<file path="config.mk">
export PLATFORM = sky130hd
export DESIGN_NAME = character_renderer
export DESIGN_NICKNAME = d
export VERILOG_FILES = /design/src/rtl/character_renderer.sv
export SDC_FILE = /design/constraint.sdc
export NUM_CORES = 1
export LEC_CHECK = 0
export ABC_AREA = 1
export BUFFER_PORTS_ARGS = -buffer_cell sky130_fd_sc_hd__clkbuf_2
export CORE_MARGIN = 2
export CORE_UTILIZATION = 53
export CTS_CLUSTER_DIAMETER = 120
export DETAILED_ROUTE_END_ITERATION = 16
export PLACE_DENSITY = 0.86
export SKIP_CTS_REPAIR_TIMING = 1
export SYNTH_ARGS = -nofsm -noshare
export SYNTH_HDL_FRONTEND = slang
export SYNTH_SLANG_ARGS = --single-unit
</file>
<file path="constraint.sdc">
create_clock -name sys_clk -period 6.65 [get_ports sys_clk]
set_clock_uncertainty 0.15 [all_clocks]
set_input_delay 0.3325 -clock sys_clk [delete_from_list [all_inputs] [get_ports sys_clk]]
set_output_delay 0.3325 -clock sys_clk [all_outputs]
set_load 0.01 [all_outputs]
</file>
<file path="src/rtl/character_renderer.sv">
// Sprite renderer: per-frame shadowed position/pose, per-pixel hit test, ROM fetch and colour-key.
// Two-cycle latency from pixel_en to pixel_out_en; free-running pipeline with no backpressure.
module character_renderer #(
  parameter int PHY_WIDTH = 10,
  parameter int PIXEL_WIDTH = 12,
  parameter int H_RES = 640,
  parameter int V_RES = 480,
  parameter int CHAR_WIDTH_X = 32,
  parameter int CHAR_WIDTH_Y = 32,
  parameter logic [11:0] TRANSPARENT = 12'hF0F
) (
  input  logic                   sys_clk,
  input  logic                   sys_rst,
  input  logic                   pixel_en,
  input  logic [9:0]             h_cnt,
  input  logic [9:0]             v_cnt,
  input  logic                   frame_start,
  input  logic [PHY_WIDTH:0]     pos_x,
  input  logic [PHY_WIDTH:0]     pos_y,
  input  logic [1:0]             face,
  input  logic [3:0]             char_state,
  output logic [11:0]            rom_addr,
  input  logic [11:0]            rom_data,
  output logic [PIXEL_WIDTH-1:0] pixel_rgb,
  output logic                   sprite_hit,
  output logic                   pixel_out_en
);

  localparam int CW = $clog2(CHAR_WIDTH_X);
  localparam int RW = $clog2(CHAR_WIDTH_Y);
  localparam logic signed [11:0] X_BASE = 12'(H_RES - CHAR_WIDTH_X);
  localparam logic signed [11:0] Y_BASE = 12'(V_RES - CHAR_WIDTH_Y);
  localparam logic signed [11:0] WX = 12'(CHAR_WIDTH_X);
  localparam logic signed [11:0] WY = 12'(CHAR_WIDTH_Y);

  logic signed [PHY_WIDTH:0] sh_x, sh_y;
  logic [1:0] sh_face, sh_pose, pose_in;
  logic       sh_valid;

  always_comb begin
    pose_in = 2'd0;
    case (char_state)
      4'd3:             pose_in = 2'd1;
      4'd4, 4'd5, 4'd6: pose_in = 2'd2;
      default:          pose_in = 2'd0;
    endcase
  end

  always_ff @(posedge sys_clk or posedge sys_rst) begin
    if (sys_rst) begin
      sh_x     <= '0;
      sh_y     <= '0;
      sh_face  <= 2'd0;
      sh_pose  <= 2'd0;
      sh_valid <= 1'b0;
    end else if (frame_start) begin
      sh_x     <= pos_x;
      sh_y     <= pos_y;
      sh_face  <= face;
      sh_pose  <= pose_in;
      sh_valid <= 1'b1;
    end
  end

  logic signed [11:0] x0, y0, dx, dy;
  logic [CW-1:0] col;
  logic [RW-1:0] row;
  logic          in_box;

  // Offsets from the origin; a single signed range check per axis covers clipping.
  assign x0 = X_BASE - 12'(sh_x);
  assign y0 = Y_BASE - 12'(sh_y);
  assign dx = $signed({2'b00, h_cnt}) - x0;
  assign dy = $signed({2'b00, v_cnt}) - y0;
  assign in_box = sh_valid && (dx >= 12'sd0) && (dx < WX) && (dy >= 12'sd0) && (dy < WY);
  // Art faces left, so facing right mirrors the column.
  assign col = (sh_face == 2'b11) ? ~dx[CW-1:0] : dx[CW-1:0];
  assign row = dy[RW-1:0];

  logic in_box1, en1, in_box2;

  always_ff @(posedge sys_clk or posedge sys_rst) begin
    if (sys_rst) begin
      rom_addr     <= 12'd0;
      in_box1      <= 1'b0;
      en1          <= 1'b0;
      in_box2      <= 1'b0;
      pixel_out_en <= 1'b0;
    end else begin
      if (in_box) rom_addr <= {sh_pose, row, col};
      in_box1      <= in_box;
      en1          <= pixel_en;
      in_box2      <= in_box1;
      pixel_out_en <= en1;
    end
  end

  // ROM data arrives in the same cycle as the second pipeline stage.
  assign sprite_hit = in_box2 && pixel_out_en && (rom_data != TRANSPARENT);
  assign pixel_rgb  = sprite_hit ? rom_data[PIXEL_WIDTH-1:0] : '0;

endmodule
</file>
After elaboration in Yosys (flattened, before gate mapping)
Cells that the tools add are included.
Widths: inputs -> output; s select.
{"block": "totals", "wordCells": 35, "inputBits": 64, "reg_bits": 43}
{"block": "op_classes", "add_sub_neg": 4, "magnitude_cmp": 4, "n_eq_ne": 6, "n_mux": 3, "reduce_logical": 7, "bitwise": 1}
{"cell": "$ge 12x1->1 const B", "n": 2}
{"cell": "$lt 12x7->1 const B", "n": 2}
{"cell": "$sub 11x12->12", "n": 2}
{"cell": "$eq 4x3->1 const B", "n": 3}
{"cell": "$mux 12", "n": 1}
{"cell": "$ne 12x12->1 const B", "n": 1}
{"cell": "$sub 10x11->12 const A", "n": 1}
{"cell": "$sub 11x11->12 const A", "n": 1}
{"cell": "$logic_and 1x1->1", "n": 6}
{"cell": "$mux 5", "n": 1}
{"cell": "$not 5->5", "n": 1}
{"cell": "$eq 4x2->1 const B", "n": 1}
{"cell": "$pmux 2 s2", "n": 1}
{"cell": "$reduce_or 3->1", "n": 1}
{"cell": "$eq 2x2->1 const B", "n": 1}

Longest topological paths before layout
Gate-level depths: netlist of run 1.
{"block": "depth", "depth_word": 7, "depth_mapped": 18, "mapped_depth_nobuf": 18}

Worst setup path before layout of run 1
No wires, ideal clock.
{"block": "synth_timing", "path_kind": "register to register", "startpoint": "register sh_y[1]", "endpoint": "register rom_addr[3]", "arrival_ps": 2329, "synth_period_minus_slack_ps": 2600, "setup_slack_ps": 4050, "stages_incl_launch_ff": 18, "setup_time_ps": 122, "cell_sequence": "dfrtp_1 > ha_1 > ha_1 > inv_1 > fa_1 > inv_1 > nand3_1 > nand2_2 > nand2_2 > nand2_2 > nor2_1 > nor2_2 > nand2_1 > nor2_4 > nand3_4 > buf_6 > nand2_2 > o21ai_2"}
{"block": "synth_between", "elab_chain_len": 5}
{"item": "start, declared", "line_no": "36", "source": "logic signed [PHY_WIDTH:0] sh_x, sh_y;"}
{"item": "start signal, assigned", "line_no": "58", "source": "sh_y <= pos_y;"}
{"item": "$sub 10x11->12 *", "line_no": "72", "source": "assign y0 = Y_BASE - 12'(sh_y);"}
{"item": "$sub 11x12->12 *", "line_no": "74", "source": "assign dy = $signed({2'b00, v_cnt}) - y0;"}
{"item": "$ge 12x1->1", "line_no": "75", "source": "assign in_box = sh_valid && (dx >= 12'sd0) && (dx < WX) && (dy >= 12'sd0) && (dy < WY);"}
{"item": "$logic_and 1x1->1", "line_no": "75"}
{"item": "$logic_and 1x1->1 *", "line_no": "75"}
{"item": "end signal, assigned", "line_no": "90", "source": "if (in_box) rom_addr <= {sh_pose, row, col};"}
{"item": "end, declared", "line_no": "22", "source": "output logic [11:0] rom_addr,"}
Mark *: on every way between the ends. The rest lies on a longest branch, timed or not.
A chain may end at the register's enable or synchronous reset.

Worst setup path in the final report of run 1
{"block": "layout_timing", "startpoint": "register sh_y[1]", "endpoint": "register rom_addr[5]"}
{"block": "layout_between", "elab_chain_len": 5}
{"item": "$sub 10x11->12 *", "line_no": "72"}
{"item": "$sub 11x12->12 *", "line_no": "74"}
{"item": "$ge 12x1->1", "line_no": "75"}
{"item": "$logic_and 1x1->1", "line_no": "75"}
{"item": "$logic_and 1x1->1 *", "line_no": "75"}
{"item": "net in_box", "line_no": "68", "source": "logic in_box;"}
The timed path passes the listed nets; every way through them passes the cells marked *.

==> results.sh, run 1 <==
export IMPL_crit_path_end_kind="flop"
export IMPL_p_leak_nw=2.48
export IMPL_critPathArrivalTime_ns=2.97
export IMPL_tightest_slew_ns=0.680
export IMPL_netlist_area_um2=3400
export IMPL_seq_area_frac_synth_pct=31.7
export IMPL_seqCellArea_um2=1080
export IMPL_min_path_type="primary input to asynchronous set/reset pin"
export IMPL_io_pins=90
export IMPL_syn_inst=479
export IMPL_antenna_cells=0
export IMPL_area_growth_pct=18.1
export IMPL_grt_pass1_vias=3154
export IMPL_setup_viol=0
export IMPL_cp_start_kind="flop"
export IMPL_die_h_um=84.1
export IMPL_antenna_found_initial=0
export IMPL_numCtsBuffers=5
export IMPL_max_freq_mhz=348
export IMPL_clock_sinks=43
export IMPL_initial_core_util_pct=54.1
export IMPL_hpwl_um=5850
export IMPL_ys_ff_latch=43
export IMPL_drc=0
export IMPL_whs_ns=-0.0115
export IMPL_ff2ff_path_depth=17
export IMPL_wl_um=7340
export IMPL_gp_congestion=0.851
export IMPL_cts_reportedPaths_clkPinSlew_ns=0.09
export IMPL_dr_first_iter_drc_count=133
export IMPL_period_minus_slack_ns=2.87
export IMPL_outcome="finished, violations left"
export IMPL_cts_tree="built"
export IMPL_cts_htree_levels=2
export IMPL_die_width_um=84.1
export IMPL_utilization_pct=63.9
export IMPL_max_cap_violations=0
export IMPL_reg2reg_from="sh_y[1]$_DFFE_PP0P_"
export IMPL_viasPerCell=4.81
export IMPL_endpoint="rom_addr[5]$_DFFE_PP0P_"
export IMPL_r2r_end="rom_addr[5]$_DFFE_PP0P_"
export IMPL_multi_input_area_um2=1910
export IMPL_dp_cells=639
export IMPL_drt_pass1_iter_count=5
export IMPL_worstPathMaxFanout=18
export IMPL_drive_above_1_share_pct=23.6
export IMPL_slew_headroom_pct=54.7
export IMPL_violations="hold timing"
export IMPL_core_rowCount=29
export IMPL_power_per_cell_area_nw_per_um2=186
export IMPL_syn_area_per_cell_um2=7.09
export IMPL_portBuffers=89
export IMPL_finalSetupTns_ns=0
export IMPL_critPathKind="flop to flop"
export IMPL_grt_total_usage_pct=22.4
export IMPL_placed_area_um2=3910
export IMPL_rsz0062_at_grt="false"
export IMPL_grt_max_degree=44
export IMPL_stdcell_count=648
export IMPL_postRouteAntennaNets=0
export IMPL_finalCritPeriodShare_pct=43.2
export IMPL_coreArea_um2=6280
export IMPL_syn_nets=585
export IMPL_gr_total_overflow=0
export IMPL_synth_distinct_cells=31
export IMPL_ir_worst_vdd_mv=0.131
export IMPL_clockBufferDepth=2
export IMPL_die_area_um2=7070
export IMPL_slew_viol_final=0
export IMPL_hold_viol=22
export IMPL_clock_latency_ns=0.31
export IMPL_fill_cells=593
export IMPL_vias=3117
export IMPL_finalPower_uw=745
export IMPL_ctsRootBufferMaster="clkbuf_8"
export IMPL_finalInstanceArea_um2=4010
export IMPL_yosysWarnings=0
export IMPL_worstSetupStartpoint="sh_y[1]$_DFFE_PP0P_"
export IMPL_nets=676
export IMPL_rrSetupSlack_ns=3.78
export IMPL_wl_per_cell_um=11.3
export IMPL_grt_first_pass_wirelength_um=13100
export IMPL_required_ns=6.74
[logic make-up (layout without fill, tap and decap cells)]
| logic type | count (synthesis) | after routing | share of synthesized area, % |
|---|---|---|---|
| adder cells (fa/ha/maj) | 42 | 42 | 15.9 |
| XOR/XNOR | 9 | 9 | 2.32 |
| AND/OR/NAND/NOR | 255 | 255 | 33.9 |
| AO/OA/AOI/OAI | 23 | 23 | 4.20 |
| buffers and inverters | 107 | 199 | 12.0 |
| flip-flops | 43 | 43 | 31.7 |
[placed cells by master (no fill, tap or decap), drive strengths merged]
master       netlist  routed
o32ai              1       1
a21oi              8       8
nor4               3       3
clkinvlp           0       2
dfrtp             43      43
clkinv             2       4
nor2              35      35
clkbuf             6      94
buf                1       1
nand4              9       9
xor2               7       7
ha                40      40
xnor2              2       2
nand3b             2       2
nand2            178     178
o22ai              1       1
fa                 2       2
dlygate4sd3        0       1
o21ai             13      13
nand3             24      24
or2                4       4
inv               98      97
[sequential cells by signal, indices dropped and copies added, names as in the netlist]
register,flops
sh_valid,1
en1,1
in_box2,1
sh_x,11
sh_pose,2
sh_face,2
in_box1,1
sh_y,11
pixel_out_en,1
rom_addr,12
[through the flow]
| stage | setup slack (ns) | hold WS [ns] |
|---|---|---|
| 2_1_floorplan | 4.05 | 0.181 |
| 3_3_place_gp | 3.86 | 0.186 |
| 3_5_place_dp | 3.75 | 0.193 |
| 4_1_cts | 3.77 | -0.0287 |
| 5_1_grt | 3.47 | 0.0501 |
| 6_report | 3.78 | -0.0115 |
[cell usage after synthesis]
library cell / number / share of area, %
a21oi_1: 7 / 1.0
a21oi_2: 1 / 0.26
buf_6: 1 / 0.33
clkbuf_1: 6 / 0.66
clkinv_1: 2 / 0.22
dfrtp_1: 43 / 32
fa_1: 2 / 1.2
ha_1: 40 / 15
inv_1: 96 / 11
inv_2: 2 / 0.22
nand2_1: 165 / 18
nand2_2: 13 / 2.4
nand3_1: 19 / 2.8
nand3_2: 4 / 1.2
nand3_4: 1 / 0.52
nand3b_1: 1 / 0.22
nand3b_4: 1 / 0.59
nand4_1: 8 / 1.5
nand4_2: 1 / 0.37
nor2_1: 30 / 3.3
nor2_2: 2 / 0.37
nor2_4: 3 / 0.99
nor4_1: 3 / 0.55
o21ai_0: 8 / 1.2
o21ai_2: 5 / 1.3
o22ai_1: 1 / 0.18
o32ai_1: 1 / 0.26
or2_2: 2 / 0.37
or2_4: 2 / 0.52
xnor2_1: 2 / 0.52
xor2_1: 7 / 1.8
[critical path, stage by stage, from the launching register on]
cell and delay, ns:
dfrtp_1 0.39, ha_1 0.28, ha_1 0.19, inv_1 0.07, fa_1 0.40, inv_1 0.09, nand3_1 0.10, nand2_2 0.11
nand2_2 0.05, nand2_2 0.05, nor2_1 0.04, nor2_2 0.09, nand2_1 0.09, nor2_4 0.17, nand3_4 0.24, inv_1 0.17
nand2_1 0.07, nand2_1 0.06
[power by group]
group / total, mW / internal [mW] / switching [mW]
registers: 0.284 / 0.277 / 0.00743
logic: 0.287 / 0.111 / 0.176
clock network: 0.175 / 0.0733 / 0.101
total: 0.745 / 0.461 / 0.285
[how the worst min path moves through the flow]
stage,start,end,slack (ns),cells past startpoint
6_report,sys_rst,sh_x[3]$_DFFE_PP0P_,-0.01,3
5_1_grt,sys_rst,sh_pose[0]$_DFFE_PP0P_,0.05,3
4_1_cts,pixel_en,en1$_DFF_PP0_,-0.03,1
3_5_place_dp,in_box1$_DFF_PP0_,in_box2$_DFF_PP0_,0.19,0
3_3_place_gp,en1$_DFF_PP0_,pixel_out_en$_DFF_PP0_,0.19,0
2_1_floorplan,in_box1$_DFF_PP0_,in_box2$_DFF_PP0_,0.18,0
[cell type report]
type / count / area share [%]
multi-input combinational: 329 / 47.7
tap: 77 / 2.40
timing repair buffer: 91 / 11.5
clock inverter: 3 / 0.499
clock buffer: 5 / 1.71
sequential: 43 / 26.8
inverter: 100 / 9.35
[routing by layer]
layer | up-vias | track usage, % | share of wire (%) | wire (µm)
met5 | - | 0 | 0 | 0
met4 | 0 | 7.33 | 1.5 | 108
met3 | 10 | 2.47 | 2.8 | 209
met2 | 56 | 41.8 | 51 | 3750
met1 | 1412 | 26.4 | 45 | 3270
li1 | 1639 | - | - | -
No activity file was read; power rests on OpenSTA's default activity.
==> run 2, diff against run 1 <==
--- a/config.mk
+++ b/config.mk
@@ -5,13 +5,13 @@
 export SDC_FILE = /design/constraint.sdc
 export NUM_CORES = 1
 export LEC_CHECK = 0
-export ABC_AREA = 1
+export ABC_AREA = 0
 export BUFFER_PORTS_ARGS = -buffer_cell sky130_fd_sc_hd__clkbuf_2
 export CORE_MARGIN = 2
-export CORE_UTILIZATION = 53
+export CORE_UTILIZATION = 47
 export CTS_CLUSTER_DIAMETER = 120
 export DETAILED_ROUTE_END_ITERATION = 16
-export PLACE_DENSITY = 0.86
+export PLACE_DENSITY = 0.82
 export SKIP_CTS_REPAIR_TIMING = 1
 export SYNTH_ARGS = -nofsm -noshare
 export SYNTH_HDL_FRONTEND = slang
==> constraint.sdc (replaced) <==
create_clock -name sys_clk -period 2.3 [get_ports sys_clk]
set_clock_uncertainty 0.15 [all_clocks]
set_input_delay 0.115 -clock sys_clk [delete_from_list [all_inputs] [get_ports sys_clk]]
set_output_delay 0.115 -clock sys_clk [all_outputs]
set_load 0.01 [all_outputs]
==> run 2 against run 1 <==
  * Highest routed layer unchanged
  * Largest power group unchanged
  * Critical endpoint is now rom_addr[2]$_DFFE_PP0P_
  * Cell count fell by 18%
  * Synthesized cell count fell by 38%
  * Largest cell class unchanged
  * The flow finishes with violations (setup timing)
  * Combinational power rose to 3.6 times the previous value
  * Worst setup slack got worse by 4.6 ns
  * Critical path depth fell by 5
  * Clock power rose to 2.8 times the previous value
==> results.sh, run 2 <==
export IMPL_grt_max_degree=44
export IMPL_worstHoldEndpoint="rom_addr[5]$_DFFE_PP0P_"
export IMPL_clock_sinks=43
export IMPL_fill_cells=482
export IMPL_die_h_um=84.9
export IMPL_grt_total_usage_pct=19.9
export IMPL_rsz0062_at_grt="true"
export IMPL_top_register="rom_addr"
export IMPL_syn_nets=403
export IMPL_portBuffers=89
export IMPL_grt_first_pass_wirelength_um=11600
export IMPL_synth_async_reset_ratio_pct=100
export IMPL_swShare_pct=34.3
export IMPL_cts_reportedPaths_clkPinSlew_ns=0.08
export IMPL_min_path_cells=3
export IMPL_cts_htree_levels=2
export IMPL_reg2reg_from="sh_y[1]$_DFFE_PP0P_"
export IMPL_slowest_delay_ns=0.40
export IMPL_antenna_cells=0
export IMPL_ir_worst_vdd_mv=0.371
export IMPL_wl_per_cell_um=14.2
export IMPL_p_switching_uw=807
export IMPL_syn_inst=297
export IMPL_worstPathMaxFanout=6
export IMPL_p_int_mw=1.55
export IMPL_rrSetupSlack_ns=-0.85
export IMPL_hp_start="v_cnt[0]"
export IMPL_die_area_um2=7200
export IMPL_yosysTopAreaCellShare_pct=35.0
export IMPL_r2r_end="rom_addr[2]$_DFFE_PP0P_"
export IMPL_crit_path_end_kind="flop"
export IMPL_hpwl_um=5380
export IMPL_stdcell_count=534
export IMPL_yosysWarnings=0
export IMPL_ys_top_cells_by_area="dfrtp_1, ha_1, mux2_2, mux2_4, inv_1"
export IMPL_power_per_cell_area_nw_per_um2=541
export IMPL_violations="setup timing"
export IMPL_critPathSlowestCell="dfrtp_1"
export IMPL_cts_tree="built"
export IMPL_seq_area_frac_synth_pct=35.0
export IMPL_crit_family="adder cells"
export IMPL_drc=0
export IMPL_postRouteAntennaNets=0
export IMPL_min_path_type="primary input to flop"
export IMPL_syn_area_per_cell_um2=10.4
export IMPL_cp_start_kind="flop"
export IMPL_hold_viol=0
export IMPL_finalCritPeriodShare_pct=137
export IMPL_crit_buf_inv=2
export IMPL_crit_chain="ha_1 -> ha_2 -> inv_2 -> fa_2 -> nor2b_1 -> o21a_1 -> or3_1 -> a221oi_1 -> o21ai_1 -> nand4b_4 -> clkbuf_16 -> mux2_4"
export IMPL_nets=562
export IMPL_dr_first_iter_drc_count=99
export IMPL_synth_area_leader_cell="dfrtp_1"
export IMPL_period_minus_slack_ns=3.15
export IMPL_layout_common_cells="clkbuf_2, dfrtp_1, buf_4"
export IMPL_die_width_um=84.9
export IMPL_initial_core_util_pct=48.4
export IMPL_critPathArrivalTime_ns=3.19
export IMPL_p_comb_share_pct=44.1
export IMPL_outcome="finished, violations left"
export IMPL_setup_slack_ns=-0.847
export IMPL_viasPerCell=5.28
export IMPL_clockBufferDepth=2
export IMPL_grt_pass1_vias=2696
export IMPL_ys_ff_latch=43
export IMPL_critPathKind="flop to flop"
export IMPL_synth_distinct_cells=55
export IMPL_final_common_cell="clkbuf_2"
export IMPL_p_leak_nw=2.30
export IMPL_vias=2819
export IMPL_ys_top_cells_by_count="dfrtp_1, ha_1, inv_1"
export IMPL_max_freq_mhz=318
export IMPL_netlist_area_um2=3070
export IMPL_synth_edf_count=0
export IMPL_io_pins=90
export IMPL_gr_total_overflow=0
export IMPL_drt_pass1_iter_count=4
export IMPL_coreArea_um2=6350
export IMPL_antenna_found_initial=0
export IMPL_ff2ff_path_depth=12
export IMPL_max_cap_violations=0
export IMPL_tightest_slew_ns=0.928
export IMPL_area_growth_pct=41.7
export IMPL_required_ns=2.35
export IMPL_setup_viol=13
export IMPL_slew_headroom_pct=38.0
export IMPL_yosysMostFrequentCell="dfrtp_1"
export IMPL_numCtsBuffers=5
export IMPL_clock_latency_ns=0.31
export IMPL_synth_main_ff_cell="dfrtp_1"
export IMPL_dp_cells=494
export IMPL_core_rowCount=29
export IMPL_top_regs="rom_addr x12, sh_x x11, sh_y x11"
export IMPL_largest_reg_flops=12
export IMPL_clockPowerShare_pct=20.9
export IMPL_power_frac_seq_pct=35.0
export IMPL_gp_congestion=0.849
export IMPL_wl_um=7570
export IMPL_ctsRootBufferMaster="clkbuf_8"
export IMPL_drive_above_1_share_pct=41.4
export IMPL_cp_depth=12
export IMPL_finalSetupTns_ns=-10.16
export IMPL_slew_viol_final=0
## run 2: cell count changes after synthesis, sizes merged, moves of 7 or more
| cell | delta |
|---|---|
| nand4 | -8 |
| mux2 | +29 |
| nand3 | -20 |
| nand2 | -163 |
| nor2 | -27 |
| xnor2 | +7 |
| nor2b | +7 |
| and2 | +12 |
| inv | -62 |
## run 2: area by class of cell
cell class | instances | area, µm² | share of cell area [%]
clock buffer | 6 | 72.6 | 1.67
clock inverter | 2 | 12.5 | 0.287
inverter | 36 | 135 | 3.10
multi-input combinational | 211 | 1890 | 43.4
sequential | 43 | 1080 | 24.7
tap | 77 | 96.3 | 2.21
timing repair buffer | 159 | 1070 | 24.6
## run 2: worst max path at each step
stage | startpoint | end | slack (ns)
finish | sh_y[1]$_DFFE_PP0P_ | rom_addr[2]$_DFFE_PP0P_ | -0.85
global route | sh_x[2]$_DFFE_PP0P_ | rom_addr[8]$_DFFE_PP0P_ | -0.98
CTS | sh_x[1]$_DFFE_PP0P_ | rom_addr[1]$_DFFE_PP0P_ | -0.82
detailed placement | sh_x[1]$_DFFE_PP0P_ | rom_addr[4]$_DFFE_PP0P_ | -0.79
global placement | sh_y[7]$_DFFE_PP0P_ | rom_addr[0]$_DFFE_PP0P_ | -0.64
floorplan | sh_y[1]$_DFFE_PP0P_ | rom_addr[0]$_DFFE_PP0P_ | -0.58
## run 2: cell families after synthesis
kind of cell / Yosys count / share of synthesized area (%)
AO/OA/AOI/OAI: 51 / 10.7
XOR/XNOR: 12 / 3.42
adder cells (fa/ha/maj): 42 / 17.6
buffers and inverters: 43 / 5.49
flip-flops: 43 / 35.0
multiplexers: 32 / 12.7
AND/OR/NAND/NOR: 74 / 15.1
## run 2: stage by stage
stage	cell area (µm²)	hold slack (ns)	worst slack [ns]	utilization (%)	power, mW
floorplan	3080	-0.00357	-0.580	-	1.42
global placement	3880	0.0738	-0.638	61.2	1.73
detailed placement	3880	0.0754	-0.794	61.2	1.77
CTS	3970	-0.240	-0.817	62.5	2.27
global route	4360	0.0416	-0.975	68.6	2.51
finish	4360	0.0362	-0.847	68.6	2.36
## run 2: power groups by stage
stage          logic (mW)  registers [mW]  clock network, mW
6_report             1.04           0.824              0.492
5_1_grt              1.15           0.830              0.530
4_1_cts             0.943           0.824              0.500
3_5_place_dp        0.933           0.839                  0
3_3_place_gp        0.894           0.835                  0
2_1_floorplan       0.590           0.832                  0
## run 2: layer usage
| metal | vias to the layer above | GRT usage, % | wire, µm |
|---|---|---|---|
| met2 | 119 | 36.1 | 3800 |
| met5 | - | 0 | 0 |
| li1 | 1359 | - | - |
| met4 | 0 | 5.63 | 124 |
| met1 | 1325 | 23.6 | 3170 |
| met3 | 16 | 4.57 | 473 |
## run 2: worst reg2reg max path: cells and delay by family, from the launching register on
kind                       cells  cell delay [ns]
and+or+nand+nor                3             0.62
adders and majority gates      3             0.68
DFF                            1             0.40
muxes                          1             0.29
AOI/OAI and AO/OA              3             0.65
buffers and inverters          2             0.26
==> run 3, diff against run 2 <==
--- a/config.mk
+++ b/config.mk
@@ -8,10 +8,10 @@
 export ABC_AREA = 0
 export BUFFER_PORTS_ARGS = -buffer_cell sky130_fd_sc_hd__clkbuf_2
 export CORE_MARGIN = 2
-export CORE_UTILIZATION = 47
+export CORE_UTILIZATION = 46
 export CTS_CLUSTER_DIAMETER = 120
 export DETAILED_ROUTE_END_ITERATION = 16
-export PLACE_DENSITY = 0.82
+export PLACE_DENSITY = 0.78
 export SKIP_CTS_REPAIR_TIMING = 1
 export SYNTH_ARGS = -nofsm -noshare
 export SYNTH_HDL_FRONTEND = slang
==> constraint.sdc (replaced) <==
create_clock -name sys_clk -period 3.6 [get_ports sys_clk]
set_clock_uncertainty 0.15 [all_clocks]
set_input_delay 0.18 -clock sys_clk [delete_from_list [all_inputs] [get_ports sys_clk]]
set_output_delay 0.18 -clock sys_clk [all_outputs]
set_load 0.01 [all_outputs]
==> run 3 against run 2 <==
  * The run ends with DRC, hold timing left
  * Global-route usage shrank 1.6 points
  * Utilization shrank 6.9 points
  * Sequential power shrank 36%
  * Cell count shrank 7.7%
  * Power shrank 42%
  * Register-to-register slack gained 1.2 ns
  * Worst setup slack gained 1.2 ns
  * Highest routed layer unchanged
  * First-iteration DRC count grew 40%
  * Maximum frequency shrank 2.3%
  * Count of clock-buffer cells in the layout is the same
  * Critical path type unchanged
  * Sequential share of layout area grew 2.5 points
==> results.sh, run 3 (synthesis results as in run 2) <==
export IMPL_cts_tree="built"
export IMPL_core_rowCount=29
export IMPL_cts_reportedPaths_clkPinSlew_ns=0.09
export IMPL_coreArea_um2=6420
export IMPL_die_h_um=85.8
export IMPL_dr_first_iter_drc_count=139
export IMPL_wl_per_cell_um=13.4
export IMPL_violations="DRC, hold timing"
export IMPL_post_place_ws_ns=0.166
export IMPL_whs_ns=-0.000472
export IMPL_finalSetupTns_ns=0
export IMPL_numCtsBuffers=5
export IMPL_setup_viol=0
export IMPL_grt_pass1_vias=2449
export IMPL_max_cap_violations=0
export IMPL_worstPathMaxFanout=12
export IMPL_critPathKind="flop to flop"
export IMPL_area_growth_pct=28.9
export IMPL_wl_um=6610
export IMPL_postRouteAntennaNets=0
export IMPL_layout_common_cells="clkbuf_2, dfrtp_1, ha_1"
export IMPL_hold_viol=1
export IMPL_initial_core_util_pct=47.9
export IMPL_min_path_type="primary input to flop"
export IMPL_p_leak_nw=2.09
export IMPL_grt_max_degree=44
export IMPL_outcome="finished, violations left"
export IMPL_die_area_um2=7350
export IMPL_max_freq_mhz=310
export IMPL_critPathArrivalTime_ns=3.26
export IMPL_hpwl_um=4990
export IMPL_ctsRootBufferMaster="clkbuf_8"
export IMPL_gr_total_overflow=0
export IMPL_clock_sinks=43
export IMPL_finalCritPeriodShare_pct=89.5
export IMPL_finalPower_mw=1.36
export IMPL_gp_congestion=0.849
export IMPL_viasPerCell=5.18
export IMPL_final_common_cell="clkbuf_2"
export IMPL_slew_viol_final=0
export IMPL_top_register="rom_addr"
export IMPL_drive_above_1_share_pct=32.9
export IMPL_grt_total_usage_pct=18.3
export IMPL_vias=2555
export IMPL_cp_start_kind="flop"
export IMPL_clockBufferDepth=2
export IMPL_power_per_cell_area_nw_per_um2=344
export IMPL_crit_path_end_kind="flop"
export IMPL_largest_reg_flops=12
export IMPL_seqCellArea_um2=1080
export IMPL_antenna_found_initial=0
export IMPL_cts_htree_levels=2
export IMPL_slew_headroom_pct=40.4
export IMPL_fill_cells=521
export IMPL_io_pins=90
export IMPL_tightest_slew_ns=0.892
export IMPL_setup_slack_ns=0.377
export IMPL_rsz0062_at_grt="false"
export IMPL_clock_latency_ns=0.30
export IMPL_required_ns=3.64
export IMPL_antenna_cells=0
export IMPL_period_minus_slack_ns=3.22
export IMPL_grt_first_pass_wirelength_um=10800
export IMPL_nets=521
export IMPL_portBuffers=89
export IMPL_drc=10
export IMPL_top_regs="rom_addr x12, sh_x x11, sh_y x11"
export IMPL_multi_input_area_um2=1840
export IMPL_die_width_um=85.8
export IMPL_drt_pass1_iter_count=10
export IMPL_ir_worst_vdd_mv=0.209
run 3: critical path: stages (launching register included):
cell,delay (ns)
dfrtp_1,0.38
ha_1,0.29
ha_1,0.18
inv_1,0.06
fa_1,0.40
nor2b_1,0.18
o2111ai_1,0.15
nand2_1,0.10
xor2_1,0.08
nor4_2,0.39
nand4b_4,0.35
mux2_4,0.40
run 3: area by class of cell:
cell class	instances	share of cell area (%)
flip-flops and latches	43	27.2
multi-input cells	211	46.4
clock inverters	2	0.316
inverters	36	3.41
repair buffers	118	18.4
clock buffers	6	1.83
well taps	77	2.43
run 3: stage by stage:
| stage | util (%) | std cells | instance area, µm² |
|---|---|---|---|
| finish | 61.7 | 493 | 3960 |
| global route | 61.7 | 493 | 3960 |
| CTS | 57.3 | 466 | 3680 |
| detailed placement | 56.0 | 458 | 3600 |
| global placement | 56.0 | 458 | 3600 |
| floorplan | - | 297 | 3070 |
run 3: worst paths after layout:
path | startpoint | to | slack [ns] | depth (start not counted)
hold / removal | char_state[2] | sh_pose[1]$_DFFE_PP0P_ | -0.0005 | 3
setup reg to reg | sh_x[1]$_DFFE_PP0P_ | rom_addr[0]$_DFFE_PP0P_ | 0.38 | 11
min in group asynchronous | sys_rst | rom_addr[7]$_DFFE_PP0P_ | 0.46 | 3
max in group asynchronous | sys_rst | sh_x[2]$_DFFE_PP0P_ | 2.29 | 3
setup / recovery | sh_x[1]$_DFFE_PP0P_ | rom_addr[0]$_DFFE_PP0P_ | 0.38 | 11
hold reg to reg | in_box1$_DFF_PP0_ | in_box2$_DFF_PP0_ | 0.20 | 0
run 3: routing by layer:
metal / global-route usage [%] / vias up / wire length [µm]
met5: 0 / - / 0
met4: 5.19 / 0 / 67
met3: 4.33 / 5 / 374
met2: 31.1 / 74 / 3270
met1: 23.4 / 1197 / 2900
li1: - / 1279 / -
run 3: power by group:
group          switching, mW  internal (mW)  total [mW]  leakage (nW)
Sequential            0.0137          0.512       0.525         0.533
Combinational          0.270          0.253       0.523          1.52
Clock                  0.179          0.136       0.315        0.0412
